===== config.mk =====
export PLATFORM = sky130hd
export DESIGN_NAME = uart_program_loader
export DESIGN_NICKNAME = d
export VERILOG_FILES = /design/src/rtl/uart_program_loader.sv
export SDC_FILE = /design/constraint.sdc
export NUM_CORES = 1
export LEC_CHECK = 0
export BUFFER_PORTS_ARGS = -buffer_cell sky130_fd_sc_hd__buf_2
export CELL_PAD_IN_SITES_DETAIL_PLACEMENT = 0
export CELL_PAD_IN_SITES_GLOBAL_PLACEMENT = 1
export CORE_MARGIN = 3
export CORE_UTILIZATION = 51
export DETAILED_ROUTE_END_ITERATION = 10
export PLACE_DENSITY = 0.92
export SLEW_MARGIN = 0
export SYNTH_ARGS = -nofsm -noshare
export SYNTH_HDL_FRONTEND = slang
export SYNTH_SLANG_ARGS = --single-unit
export TNS_END_PERCENT = 5

===== constraint.sdc =====
create_clock -name clk_i -period 6.5 [get_ports clk_i]
set_clock_uncertainty 0.1 [all_clocks]
set_input_delay 1.3 -clock clk_i [delete_from_list [all_inputs] [get_ports clk_i]]
set_output_delay 1.3 -clock clk_i [all_outputs]
set_load 0.01 [all_outputs]

===== src/rtl/uart_program_loader.sv =====
// Frame-based program loader: SYNC, LEN, LEN data bytes, checksum. Each data byte is
// written to program memory as two nibbles (low first) while the CPU is held in reset.
module uart_program_loader #(
  parameter int                          UART_DATA_LENGTH  = 8,
  parameter int                          MEM_ADDR_BITWIDTH = 8,
  parameter logic [UART_DATA_LENGTH-1:0] SYNC_BYTE         = 8'hA5,
  parameter int                          TIMEOUT_COUNTS    = 1_000_000,
  parameter int                          TIMEOUT_BITWIDTH  = 20
) (
  input  logic                         clk_i,
  input  logic                         reset_i,
  input  logic [UART_DATA_LENGTH-1:0]  data_i,
  input  logic                         data_valid_strb_i,
  output logic                         mem_we_o,
  output logic [MEM_ADDR_BITWIDTH-1:0] mem_addr_o,
  output logic [3:0]                   mem_data_o,
  output logic                         cpu_hold_o,
  output logic                         load_done_o,
  output logic                         load_error_o
);

  // Largest LEN whose nibbles fit in the address space, clipped to what data_i can carry.
  localparam int MAX_LEN_INT = (MEM_ADDR_BITWIDTH - 1 >= UART_DATA_LENGTH) ?
                               (2 ** UART_DATA_LENGTH) - 1 : 2 ** (MEM_ADDR_BITWIDTH - 1);
  localparam logic [UART_DATA_LENGTH:0]   MAX_LEN      = (UART_DATA_LENGTH + 1)'(MAX_LEN_INT);
  localparam logic [TIMEOUT_BITWIDTH-1:0] TIMEOUT_LAST = TIMEOUT_BITWIDTH'(TIMEOUT_COUNTS - 1);

  typedef enum logic [2:0] {
    stIDLE     = 3'd0,
    stLENGTH   = 3'd1,
    stDATA     = 3'd2,
    stWRITE_LO = 3'd3,
    stWRITE_HI = 3'd4,
    stCHECKSUM = 3'd5,
    stDONE     = 3'd6,
    stERROR    = 3'd7
  } state_t;

  state_t                        state_r;
  logic [MEM_ADDR_BITWIDTH-1:0]  addr_r;
  logic [UART_DATA_LENGTH-1:0]   len_r;
  logic [UART_DATA_LENGTH-1:0]   byte_cnt_r;
  logic [UART_DATA_LENGTH-1:0]   csum_r;
  logic [UART_DATA_LENGTH-1:0]   hold_r;
  logic [TIMEOUT_BITWIDTH-1:0]   timeout_r;
  logic                          overrun_r;

  // Frame parser, nibble writer and inter-byte timeout.
  always_ff @(posedge clk_i or posedge reset_i) begin
    if (reset_i) begin
      state_r    <= stIDLE;
      addr_r     <= '0;
      len_r      <= '0;
      byte_cnt_r <= '0;
      csum_r     <= '0;
      hold_r     <= '0;
      timeout_r  <= '0;
      overrun_r  <= 1'b0;
    end else begin
      case (state_r)
        stIDLE, stDONE, stERROR: begin
          if (data_valid_strb_i && (data_i == SYNC_BYTE)) begin
            state_r    <= stLENGTH;
            addr_r     <= '0;
            csum_r     <= '0;
            byte_cnt_r <= '0;
            timeout_r  <= '0;
            overrun_r  <= 1'b0;
          end
        end
        stLENGTH: begin
          if (data_valid_strb_i) begin
            len_r     <= data_i;
            timeout_r <= '0;
            if ((data_i != '0) && ({1'b0, data_i} <= MAX_LEN)) state_r <= stDATA;
            else                                                  state_r <= stERROR;
          end else if (timeout_r == TIMEOUT_LAST) begin
            state_r   <= stERROR;
            timeout_r <= '0;
          end else begin
            timeout_r <= timeout_r + TIMEOUT_BITWIDTH'(1);
          end
        end
        stDATA: begin
          if (data_valid_strb_i) begin
            hold_r    <= data_i;
            csum_r    <= csum_r + data_i;
            timeout_r <= '0;
            state_r   <= stWRITE_LO;
          end else if (timeout_r == TIMEOUT_LAST) begin
            state_r   <= stERROR;
            timeout_r <= '0;
          end else begin
            timeout_r <= timeout_r + TIMEOUT_BITWIDTH'(1);
          end
        end
        stWRITE_LO: begin
          // An early strobe is remembered so the high nibble still lands before the error.
          addr_r <= addr_r + MEM_ADDR_BITWIDTH'(1);
          if (data_valid_strb_i) overrun_r <= 1'b1;
          state_r <= stWRITE_HI;
        end
        stWRITE_HI: begin
          addr_r     <= addr_r + MEM_ADDR_BITWIDTH'(1);
          byte_cnt_r <= byte_cnt_r + UART_DATA_LENGTH'(1);
          if (data_valid_strb_i || overrun_r)                         state_r <= stERROR;
          else if ((byte_cnt_r + UART_DATA_LENGTH'(1)) == len_r)      state_r <= stCHECKSUM;
          else                                                        state_r <= stDATA;
        end
        stCHECKSUM: begin
          if (data_valid_strb_i) begin
            timeout_r <= '0;
            state_r   <= (data_i == csum_r) ? stDONE : stERROR;
          end else if (timeout_r == TIMEOUT_LAST) begin
            state_r   <= stERROR;
            timeout_r <= '0;
          end else begin
            timeout_r <= timeout_r + TIMEOUT_BITWIDTH'(1);
          end
        end
        default: state_r <= stIDLE;
      endcase
    end
  end

  // Moore outputs, decoded straight from the state and address flops.
  assign mem_we_o     = (state_r == stWRITE_LO) || (state_r == stWRITE_HI);
  assign mem_addr_o   = addr_r;
  assign mem_data_o   = (state_r == stWRITE_LO) ? hold_r[3:0] :
                        (state_r == stWRITE_HI) ? hold_r[7:4] : 4'h0;
  assign cpu_hold_o   = (state_r != stIDLE) && (state_r != stDONE);
  assign load_done_o  = (state_r == stDONE);
  assign load_error_o = (state_r == stERROR);

endmodule


# --- After elaboration in Yosys (flattened, before gate mapping) ---
# Cells that the tools add are included.
op_classes:
  n_addsub: 4
  magnitude_cmp: 1
  n_eq_ne: 15
  muxes: 24
  n_reduce_logical: 23
op_table:
  columns: ["op", "n"]
  rows:
  - ["two-way mux 20 bit", 3]
  - ["one-hot mux 8 bit (2 select lines)", 3]
  - ["one-hot mux 20 bit (2 select lines)", 1]
  - ["two-way mux 3 bit", 8]
  - ["adder 20 x 1 -> 20 bit, second input constant", 1]
  - ["equality test 20 bit, second input constant", 1]
  - ["one-hot mux 3 bit (6 select lines)", 1]
  - ["adder 8 x 1 -> 8 bit, second input constant", 2]
  - ["equality test 8 bit", 2]
  - ["two-way mux 8 bit", 2]
  - ["equality test 3 bit, second input constant", 4]
  - ["AND reduction 2 bit", 5]
  - ["nonzero test 2 bit", 5]
  - ["adder 8 bit", 1]
  - ["equality test 8 bit, second input constant", 1]
  - ["<= comparator 8 bit, second input constant", 1]
  - ["two-way mux 4 bit", 2]
  - ["nonzero test 8 bit", 1]
  - ["equality test 3 x 2 -> 1 bit, second input constant", 2]
  - ["inequality test 2 bit, second input constant", 3]
  - ["AND reduction 3 bit", 2]
  - ["OR reduction 3 bit", 2]
  - ["equality test 3 x 1 -> 1 bit, second input constant", 1]
  - ["logical AND 1 bit", 3]
  - ["7 further kinds", 10]
word_totals:
  regBits: 64
  inputBits: 11
  output_inout_bits: 16
  elab_cells: 75

# --- Logic depth before layout (Yosys ltp) ---
logic_depth:
  ltp_word: 5
  depth_mapped: 8
  mapped_depth_nobuf: 8

# --- Worst setup path before layout ---
# OpenSTA, ideal clock, no wires.
synth_path:
  path_type: "input port to flip-flop"
  startpoint: "in data_i[0]"
  endpoint: "reg csum_r[6]"
  setup_time_ns: 0.121
  arrival_ns: 2.740
  required_ns: 6.279
  path_slack_ns: 3.539
  cell_stages: 8
  path_buffers: 0
  path_cell_list: "ha_1 fa_1 a21o_1 a21oi_1 o21bai_1 a21oi_1 xnor2_1 a22o_1"
synth_via:
  elab_chain_cells: 4
  elab_cells_between_ends: 7
  classes_between: "1 x add/sub; 2 x eq/ne; 2 x mux; 2 x reduce/logical"
synth_rtl:
  columns: ["element", "line_no", "source"]
  rows:
  - ["from (decl)", "12", "input logic [UART_DATA_LENGTH-1:0] data_i,"]
  - ["parallel branches: the longest is 4 deep, another holds adder 8 bit", null, null]
  - ["to (signal assigned)", "87", "csum_r <= csum_r + data_i;"]
  - ["to (decl)", "43", "logic [UART_DATA_LENGTH-1:0] csum_r;"]
# Parallel ways; which one is timed is not known. The select of a mux whose other input is x is not followed.
# A chain may end at the register's enable or synchronous reset.

# --- Worst setup path in the final report ---
layout_path:
  startpoint: "reg state_r[1]"
  endpoint: "out mem_we_o"
layout_via:
  elab_chain_cells: 2
  elab_cells_between_ends: 3
  classes_between: "2 x eq/ne; 1 x reduce/logical"
layout_rtl:
  columns: ["element", "line_no", "source"]
  rows:
  - ["from (decl)", "39", "state_t state_r;"]
  - ["from (signal assigned)", "51", "state_r <= stIDLE;"]
  - ["from (signal assigned)", "63", "state_r <= stLENGTH;"]
  - ["from (signal assigned)", "75", "if ((data_i != '0) && ({1'b0, data_i} <= MAX_LEN)) state_r <= stDATA;"]
  - ["equality test 3 x 2 -> 1 bit / equality test 3 bit (equally long branches)", "127", "assign mem_we_o = (state_r == stWRITE_LO) || (state_r == stWRITE_HI);"]
  - ["logical OR 1 bit *", "127", null]
  - ["to (decl)", "14", "output logic mem_we_o,"]
# Every way passes the cells marked *; elsewhere a longest branch is shown, timed or not.

==> impl_summary.txt <==
----------------------------------------------------
[Yosys]
  Synth Cell Area ... 3770 sq um
  Number of synthesis warnings ... 0
  Average instance area after synthesis ... 9.53 sq um
  Synthesized Nets ... 418
  Yosys cell types ... 58
  Proportion of register bits with asynchronous set or reset after synthesis ... 100%
  Count of flip-flops with a built-in enable after synthesis ... 0
  Synthesis-stage register bit count ... 64
  Post-Syn Instances ... 396
  Share of synthesized area occupied by flip-flops and latches ... 42.4%
  Dominant synthesized flop cell ... sky130_fd_sc_hd__dfrtp_1

[Setup path]
  Worst Path Arrival ... 2.28 ns
  Delay of the slowest critical-path stage ... 0.62 ns
  Critical path's slowest cell ... sky130_fd_sc_hd__dfrtp_1
  Largest delay share family, worst path ... simple AND/OR/NAND/NOR gates
  CP endpoint kind ... output port
  Type of the worst setup path ... reg -> out
  Crit path required time ... 5.10 ns
  Buf+Inv Stages, Crit Path ... 2
  Most Frequent Cell on Critical Path ... sky130_fd_sc_hd__nor2_1
  Cell breakdown of the critical path ... nor2_1 > and2_1 > nor2_1 > inv_1 > buf_2
  R2r setup slk ... 4.11 ns
  Nature of the critical path startpoint ... flop
  Maximum net fanout on the critical path ... 17

[Placed design]
  Port Buf Inserts ... 26
  Number of cells after detailed placement ... 506
  RD Place Congestion ... 0.847
  Half-perimeter wire length after detailed placement ... 5.98 mm

[Drt]
  Vias after detailed routing ... 3120
  Routed wire per std cell ... 16.3 microns
  DRC violation total after the first TritonRoute iteration ... 203
  WL final ... 8.49 mm
  Detail-routed via count per cell ... 5.98
  Residual antenna-violating net count after detailed routing ... 0
  Router iterations before antenna repair ... 4
  Total DRC errors in the routed layout ... 0

[Clock network]
  Clock transition time at the flip-flop clock pins of the worst setup and hold paths ... 0.07 ns
  Root buf cell ... sky130_fd_sc_hd__clkbuf_8
  Number of instances resized during post-cts repair ... 0
  CTS Buffer Depth ... 2
  Setup Buffers After CTS ... 0
  TritonCTS clock tree ... built
  Hold buffer count at CTS ... 0
  Number of buffers created by CTS ... 9
  Worst-Skew Late Latency ... 0.35 ns
  CTS H-tree lvls ... 3
  Clk sink count ... 64

[Final layout]
  Footprint of the flip-flops and latches ... 1600 sq um
  Share of post-route cells with drive strength above 1 ... 16.4%
  Highest-count cells in the layout ignoring fill and taps ... sky130_fd_sc_hd__dfrtp_1, sky130_fd_sc_hd__o21ai_0, sky130_fd_sc_hd__nor2_1, sky130_fd_sc_hd__nand2_1, sky130_fd_sc_hd__buf_2
  N_diodes ... 0
  Net count, final ... 443
  Commonest non-fill, non-tap cell in the layout ... sky130_fd_sc_hd__dfrtp_1
  Relative area change from synthesis to final layout ... 10.5%
  Final non-filler cell total ... 522
  Layout filler cell count ... 624
  Area occupied by multi-input gates ... 2080 sq um

[GRT]
  Maximum number of pins on one net before global-route repair ... 65
  Total congestion overflow after global routing ... 0
  Gr usage total ... 21.5%
  Global-route wire length before repair ... 14.6 mm
  Antenna violations before repair ... 0
  Via count of the first global-routing pass ... 3001

[STA]
  Shortest clock period the worst path allows after layout ... 3.68 ns
  Slew at the pin closest to its max-slew limit ... 0.815 ns
  Final Hold Violating Endpoints ... 0
  Final number of max-transition violations ... 0
  Total negative setup slack ... 0 ns
  Remaining max-slew budget at the tightest pin ... 45.7%
  Max frequency ... 0.272 GHz
  Final Setup Violations ... 0
  Setup repair after global routing missed its margin ... no
  Post-route worst hold slack ... 0.390 ns
  Final period utilization ... 56.6%

[Power and ir drop]
  Sum of internal, switching and leakage power ... 0.00160 W
  Standby leakage power ... 1.90 nW
  Worst VDD drop ... 0.000225 V
  Power Dens Cells ... 383 nW/um^2

[Run status]
  Run status ... finished clean

[Die]
  Starting utilization of the core area ... 54.1%
  Core region area ... 6980 sq um
  Row count ... 30
  DIE WIDTH ... 92.0 microns
  Io pins ... 27
  Die Y ... 92.0 microns
  Die Area ... 8470 sq um

[Worst hold path]
  Classification of the worst-slack hold path ... reg -> reg

[Job]
  Max-cap check violation count ... 0

----------------------------------------------------
final timing paths:
check	startpoint	cells after the start	to
worst max-delay path	state_r[1]	5	mem_we_o
worst min-delay path	mem_addr_o[7]	1	mem_addr_o[7]
worst max register to register	timeout_r[0]	7	timeout_r[11]
worst min register to register	mem_addr_o[7]	1	mem_addr_o[7]
max in group asynchronous	reset_i	3	mem_addr_o[0]
min in group asynchronous	reset_i	3	csum_r[4]
cells by family (layout without fill, tap and decap cells):
group,count (synthesis),after routing,synth area share (%)
buffers and inverters,23,53,2.55
DFF,64,64,42.4
and+or+nand+nor,145,145,21.7
muxes,17,17,5.04
AOI/OAI and AO/OA,112,112,18.9
xor gates and xnor gates,24,24,5.57
adders and majority gates,11,11,3.85
sequential cells by signal (all words and copies together), names as in the netlist:
name	cells
timeout_r	20
byte_cnt_r	8
csum_r	8
hold_r	8
len_r	8
mem_addr_o	8
state_r	3
overrun_r	1
cells in the mapped netlist (all sizes together), types with 5 or more instances:
| master | instances | area, sq um |
|---|---|---|
| a22o | 13 | 114 |
| nor3 | 11 | 60.1 |
| xnor2 | 12 | 105 |
| ha | 10 | 125 |
| inv | 9 | 33.8 |
| o31ai | 5 | 37.5 |
| mux2 | 16 | 180 |
| nand4 | 9 | 68.8 |
| a21o | 5 | 37.5 |
| nor2 | 34 | 135 |
| xor2 | 12 | 105 |
| clkbuf | 7 | 27.5 |
| a21oi | 18 | 90.1 |
| dfrtp | 64 | 1600 |
| o21ai | 46 | 230 |
| buf | 7 | 35.0 |
| nand2 | 29 | 109 |
| nand3 | 14 | 70.1 |
| and3 | 16 | 100 |
stage by stage:
stage                     setup WS, ns  utilization (%)  area [sq um]
after floorplan                   3.50                -          3770
after global placement            3.19             57.0          3980
after detailed placement          3.19             57.0          3980
after CTS                         2.80             59.7          4170
after global routing              2.56             59.7          4170
final                             2.82             59.7          4170
per-layer routing:
metal / vias up / global-route usage (%) / share of wire, %
li1: 1522 / - / -
met1: 1533 / 29.9 / 48
met2: 59 / 33.3 / 47
met3: 6 / 5.17 / 4.1
met4: 0 / 6.68 / 0.82
met5: - / 0 / 0
where the power goes:
group / internal, W / leakage [nW] / total [W] / switching [W]
Clock: 0.000178 / 0.103 / 0.000343 / 0.000166
Sequential: 0.000506 / 0.836 / 0.000634 / 0.000127
Combinational: 0.000278 / 0.963 / 0.000620 / 0.000342
Total: 0.000962 / 1.90 / 0.00160 / 0.000634
cell type report:
class	instances	share of cell area (%)
Sequential cell	64	38.4
Clock inverter	7	1.71
Multi-Input combinational cell	309	49.8
Inverter	9	0.810
Timing Repair Buffer	28	3.48
Tap cell	96	2.88
Clock buffer	9	2.97
Note: power is estimated with default switching activity, not from simulation.
